===== src/rtl/bit_serializer_pkg.sv =====
// bit_serializer_pkg
//   Shared definitions for the parallel-to-serial stage. The state
//   encodings are exported so detector benches can check serializer state
//   by name rather than by raw value.
package bit_serializer_pkg;

  localparam logic [1:0] ST_IDLE  = 2'd0;
  localparam logic [1:0] ST_SHIFT = 2'd1;
  localparam logic [1:0] ST_DONE  = 2'd2;

endpackage


===== src/rtl/bit_serializer.sv =====
// bit_serializer
//   Takes a WIDTH-bit word on a load/ready handshake and emits it one bit
//   per clock on dout, qualified by dout_valid. After the last bit it pulses
//   done for one cycle and then returns to idle. A load that arrives during
//   the done cycle is accepted immediately, so back-to-back words are
//   separated by a single idle cycle.
//
// Ports
//   clk        rising-edge clock
//   rst        synchronous, active-high reset (has priority over load)
//   load       accept data_in/nbits on an edge where load && ready
//   data_in    word to serialize
//   nbits      number of bits to emit; 0 or >WIDTH means WIDTH
//   ready      high when a load will be accepted (IDLE or DONE)
//   dout       serial data, 0 whenever dout_valid is 0
//   dout_valid dout carries a payload bit this cycle
//   done       single-cycle pulse after the final bit
//
// state    | meaning
// ---------+-----------------------------------------------------------
// ST_IDLE  | waiting for load; outputs quiet
// ST_SHIFT | presenting one payload bit per cycle, cnt bits remaining
// ST_DONE  | done pulse; a load here starts the next word directly
module bit_serializer
  import bit_serializer_pkg::*;
#(
  parameter int WIDTH     = 32,
  parameter bit MSB_FIRST = 1'b0,
  localparam int CW       = $clog2(WIDTH + 1)
) (
  input  logic             clk,
  input  logic             rst,
  input  logic             load,
  input  logic [WIDTH-1:0] data_in,
  input  logic [CW-1:0]    nbits,
  output logic             ready,
  output logic             dout,
  output logic             dout_valid,
  output logic             done
);

  localparam logic [CW-1:0] WIDTH_CW = CW'(WIDTH);
  localparam logic [CW-1:0] ONE_CW   = CW'(1);

  logic [1:0]       state;
  logic [WIDTH-1:0] shreg;
  logic [CW-1:0]    cnt;
  logic [CW-1:0]    cnt_load;
  logic             out_bit;

  // Out-of-range requests fall back to a full word.
  assign cnt_load = ((nbits == '0) || (nbits > WIDTH_CW)) ? WIDTH_CW : nbits;

  // The output end of the register is fixed; with MSB_FIRST the top bit
  // goes first even for short words, so only the upper nbits are sent.
  assign out_bit = MSB_FIRST ? shreg[WIDTH-1] : shreg[0];

  always_ff @(posedge clk) begin
    if (rst) begin
      state <= ST_IDLE;
      shreg <= '0;
      cnt   <= '0;
    end else begin
      case (state)
        ST_IDLE, ST_DONE: begin
          if (load) begin
            shreg <= data_in;
            cnt   <= cnt_load;
            state <= ST_SHIFT;
          end else begin
            state <= ST_IDLE;
          end
        end
        ST_SHIFT: begin
          shreg <= MSB_FIRST ? (shreg << 1) : (shreg >> 1);
          // Checked before decrementing so cnt can never wrap.
          if (cnt != '0) begin
            cnt <= cnt - ONE_CW;
          end
          if (cnt <= ONE_CW) begin
            state <= ST_DONE;
          end
        end
        default: begin
          state <= ST_IDLE;
        end
      endcase
    end
  end

  assign ready      = (state != ST_SHIFT);
  assign dout_valid = (state == ST_SHIFT);
  assign dout       = (state == ST_SHIFT) & out_bit;
  assign done       = (state == ST_DONE);

endmodule


===== config.mk =====
export PLATFORM = sky130hd
export DESIGN_NAME = bit_serializer
export DESIGN_NICKNAME = d
export VERILOG_FILES = /design/src/rtl/bit_serializer_pkg.sv /design/src/rtl/bit_serializer.sv
export SDC_FILE = /design/constraint.sdc
export NUM_CORES = 1
export LEC_CHECK = 0
export BUFFER_PORTS_ARGS = -buffer_cell sky130_fd_sc_hd__buf_2
export CORE_MARGIN = 2
export CORE_UTILIZATION = 23
export CTS_CLUSTER_DIAMETER = 60
export CTS_CLUSTER_SIZE = 20
export DETAILED_ROUTE_END_ITERATION = 8
export PLACE_DENSITY = 0.38
export RECOVER_POWER = 50
export SYNTH_ARGS = -nofsm -noshare
export SYNTH_HDL_FRONTEND = slang
export SYNTH_SLANG_ARGS = --single-unit

===== constraint.sdc =====
create_clock -name clk -period 3.2 [get_ports clk]
set_input_delay 0.96 -clock clk [delete_from_list [all_inputs] [get_ports clk]]
set_output_delay 0.96 -clock clk [all_outputs]
set_load 0.03 [all_outputs]

* Yosys cells after proc, flatten, opt, wreduce, memory -nomap -nowiden
Cells that the tools add are included.
** Cells by class
- Add/sub/neg operators :: 1
- Reductions and logical operators :: 8
- Mux-type cells :: 9
- Equal/unequal tests :: 6
- Bitwise operators :: 1
- Magnitude comparators :: 2
** Operator list (count)
- case mux 32 bit (2 select lines) :: 1
- two-way mux 32 bit :: 1
- two-way mux 6 bit :: 3
- case mux 6 bit (2 select lines) :: 1
- greater-than comparator 6 bit (second input constant) :: 1
- less-or-equal comparator 6 x 1 -> 1 bit (second input constant) :: 1
- zero test 6 bit :: 1
- inequality test 2 x 1 -> 1 bit (second input constant) :: 3
- nonzero test 6 bit :: 1
- subtractor 6 x 1 -> 6 bit (second input constant) :: 1
- case mux 2 bit (2 select lines) :: 1
- AND reduction 3 bit :: 1
- equality test 2 x 1 -> 1 bit (second input constant) :: 1
- equality test 2 bit (second input constant) :: 1
- zero test 2 bit :: 1
- two-way mux 2 bit :: 1
- inequality test 2 bit (second input constant) :: 1
- AND reduction 2 bit :: 1
- nonzero test 2 bit :: 1
- OR reduction 2 bit :: 1
- AND 1 bit :: 1
- logical OR 1 bit :: 1
- two-way mux 1 bit :: 1
** Word-level totals
- Output and inout port bits :: 4
- Word-level logic and storage cells :: 30
- Bits in registers :: 40
- Input bits :: 41

* Depth between registers and ports, before layout
- Depth after elaboration :: 5
- Gate-level depth with buffers :: 6
- Gate-level depth less buffers :: 6

* Worst setup path before layout
OpenSTA, ideal clock, no wires.
- Kind :: register to output
- Start :: reg state[1]
- End :: out dout
- Slack :: 1.140 ns
- Cell stages (with the launch flop) :: 4
- Data arrival time :: 1.100 ns
- Required time :: 2.240 ns
- Buffers on the path :: 1
- Path through :: dfxtp_1 > and2b_2 > buf_2 > and2_1
** Between the ends
- Longest elaborated chain between the ends :: 2
** RTL lines
- from (decl) :: line bit_serializer.sv:45 : logic [1:0] state;
- from (signal assigned) :: line bit_serializer.sv:60 : state <= ST_IDLE;
- from (signal assigned) :: line bit_serializer.sv:69 : state <= ST_SHIFT;
- from (signal assigned) :: line bit_serializer.sv:71 : state <= ST_IDLE;
- equality test 2 x 1 -> 1 bit
- via dout_valid :: line bit_serializer.sv:38 : output logic dout_valid,
- AND 1 bit :: line bit_serializer.sv:93 : assign dout = (state == ST_SHIFT) & out_bit;
- to (decl) :: line bit_serializer.sv:37 : output logic dout,
The timed path passes the listed nets, and every way through them passes these cells.

* Worst setup path in the final report
- Start :: reg state[0]
- End :: out dout
** Between the ends
- Longest elaborated chain between the ends :: 2
** RTL lines (line)
- equality test 2 x 1 -> 1 bit :: bit_serializer.sv:93
- AND 1 bit :: bit_serializer.sv:93
No other way between the ends.

==> run summary <==
Final TNS setup - 0 ns
Power per cell area - 564 nW/um2
Post-DR vias/cell - 4.70
Syn nets - 286
Root Driver - clkbuf_8
Largest stage delay, worst path - 0.42 ns
Worst-path clk slew - 0.08 ns
CTS Buf Count - 5
Die span in y - 95.0 um
Syn Area/Cell - 7.87 um2
Placer Congestion - 0.734
Num rows - 33
Pre-antenna DRT Iters - 4
Critical-path maximum fanout - 12
Clock skew - 0.00939 ns
Worst-Margin Slew - 0.699 ns
Io pins - 45
Final wirelength - 5050 um
H-tree depth - 2
Initial core utilization - 0.234
GRT Total Usage - 0.116
Fin nets - 321
Initial DRC count - 64
Critical-path top delay cell - and2b_1
Initial antenna violation count - 0
CP Class - register to output pin
Worst slew margin - 0.534
Fraction of synthesized area in multiplexers - 0
Data arrival time of the worst path - 1.49 ns
CP endpoint kind - output pin
Ant diodes - 0
Worst hold slack - 0.481 ns
Slew Viols, Final - 0
Xor/xnor cell area share of the yosys netlist - 0
Post-CTS sizing - 0
Vias in the first global route - 1739
MaxCap Viol Count - 0
TritonCTS clock tree - yes
Placeable Area - 8130 um2
Share of cells above drive strength 1 - 0.223
Hold Violations, Final - 0
Vias after detailed routing - 1799
CP bufs+invs - 1
Lkg Pwr - 0.927 nW
Later-pin clock latency in the skew report - 0.29 ns
Layout area overhead - 20.6%
Detail Route Antenna Nets - 0
Die ar. - 9030 um2
Post-synthesis sequential area ratio - 0.420
Mapped cell area - 1910 um2
Yosys reg bits - 40
Largest net degree at the start of global routing - 71
Largest family of logic cells by synthesized area - simple AND/OR/NAND/NOR gates
Routed len/inst - 13.2 um
Worst VDD drop - 0.000132 V
Commonest non-fill, non-tap cell in the layout - nand2_1
First-pass GRT wire length - 8210 um
Synth Area in Adders - 0.0197
CP Launch Type - register
DRC - 0
Final min period - 2.45 ns
Simple-gate share of the synthesized area - 0.274
Worst hold path class - register to register
Final setup violation count - 0
Cts hold-fix bufs - 0
I/O Buffers - 44
Clk sinks - 40
Gate count after technology mapping - 242
Post CTS Setup Buffer Count - 0
Yosys warns - 0
Compound-cell area share of the yosys netlist - 0.228
Post-DP HPWL - 3270 um
Fmax - 408 MHz
CTS max path bufs - 2
Delay-heaviest family, CP - simple AND/OR/NAND/NOR gates
Outcome - finished, final reports clean
Required time worst endpoint - 2.24 ns
Commonest cells after routing, fill and taps aside - 64 x nand2_1, 44 x buf_2, 40 x dfxtp_1
Final period util - 0.766
Grt total ovfl - 0
RSZ-0062 raised after global routing - no
Die W - 95.0 um
Crit path cell chain - and2b_1 -> and2_1 -> buf_2
Yosys cell types - 34
-- report_power, final --
part | switching (mW) | total, mW | internal, mW
Clock | 0.176 | 0.349 | 0.172
Combinational | 0.203 | 0.334 | 0.132
Sequential | 0.0448 | 0.614 | 0.569
-- path summary, 6_finish.rpt --
check	endpoint	from	cells after the start	slack (ns)
setup / recovery	dout	state[0]$_SDFFE_PP0P_	3	0.75
hold / removal	shreg[0]$_SDFFE_PP0P_	shreg[0]$_SDFFE_PP0P_	2	0.48
hold reg to reg	shreg[0]$_SDFFE_PP0P_	shreg[0]$_SDFFE_PP0P_	2	0.48
setup reg to reg	cnt[5]$_SDFFE_PP0P_	state[0]$_SDFFE_PP0P_	6	0.98
-- per-layer routing --
layer / up-vias / GRT usage / wire length, um
li1: 924 / - / -
met1: 848 / 0.145 / 2440
met2: 22 / 0.199 / 2400
met3: 5 / 0.0253 / 141
met4: 0 / 0.0326 / 61
met5: - / 0 / 0
-- tightest hold or removal path, delay by kind of cell (launching register included) --
kind             cells  cell delay [ns]
AO/OA/AOI/OAI        1             0.08
flip-flops           1             0.31
AND/OR/NAND/NOR      1             0.05
-- flip-flops by register name, summed over array words and instances, names as in the netlist --
register and cells:
cnt 6, shreg 32, state 2
-- cells in the mapped netlist (all sizes together) --
master,count,share of area
and3,1,0.0033
inv,4,0.0079
o32ai,1,0.0046
a2111oi,1,0.0079
nand3b,1,0.0039
and2b,1,0.0046
a211o,1,0.0046
dfxtp,40,0.42
a31oi,1,0.0033
nor3b,1,0.0039
o22a,1,0.0053
a221oi,1,0.0046
nand4,2,0.0066
nand3,3,0.0079
a21oi,5,0.015
buf,16,0.042
nor3,4,0.016
o211ai,1,0.0039
nor2b,5,0.016
o221a,1,0.0059
a2bb2oi,1,0.0046
nand2b,2,0.0066
and2,1,0.0033
nand2,64,0.13
ha,3,0.020
a32oi,1,0.0046
a211oi,3,0.012
clkbuf,4,0.0079
o21ai,2,0.0053
nor2,38,0.075
a311oi,32,0.15
-- logic make-up after synthesis --
| kind of cell | Yosys count |
|---|---|
| and+or+nand+nor | 123 |
| AOI/OAI and AO/OA | 52 |
| DFF | 40 |
| buffers and inverters | 24 |
| adders and majority gates | 3 |
-- layout make-up --
type	instances	area, um2
timing repair buffer	48	263
clock buffer	6	82.6
fill	924	5840
inverter	4	15.0
sequential	40	801
tap	105	131
multi-input combinational	178	996
clock inverter	2	10.0
-- through the flow --
step / instances / utilization / area (um2) / worst slack [ns] / power (mW)
6_report: 383 / 0.283 / 2300 / 0.747 / 1.30
5_1_grt: 383 / 0.283 / 2300 / 0.627 / 1.39
4_1_cts: 383 / 0.283 / 2300 / 0.803 / 1.32
3_5_place_dp: 375 / 0.271 / 2210 / 0.971 / 0.963
3_3_place_gp: 375 / 0.271 / 2210 / 0.986 / 0.968
2_1_floorplan: 242 / - / 1910 / 1.14 / 0.868
Note: power is estimated with default switching activity, not from simulation.
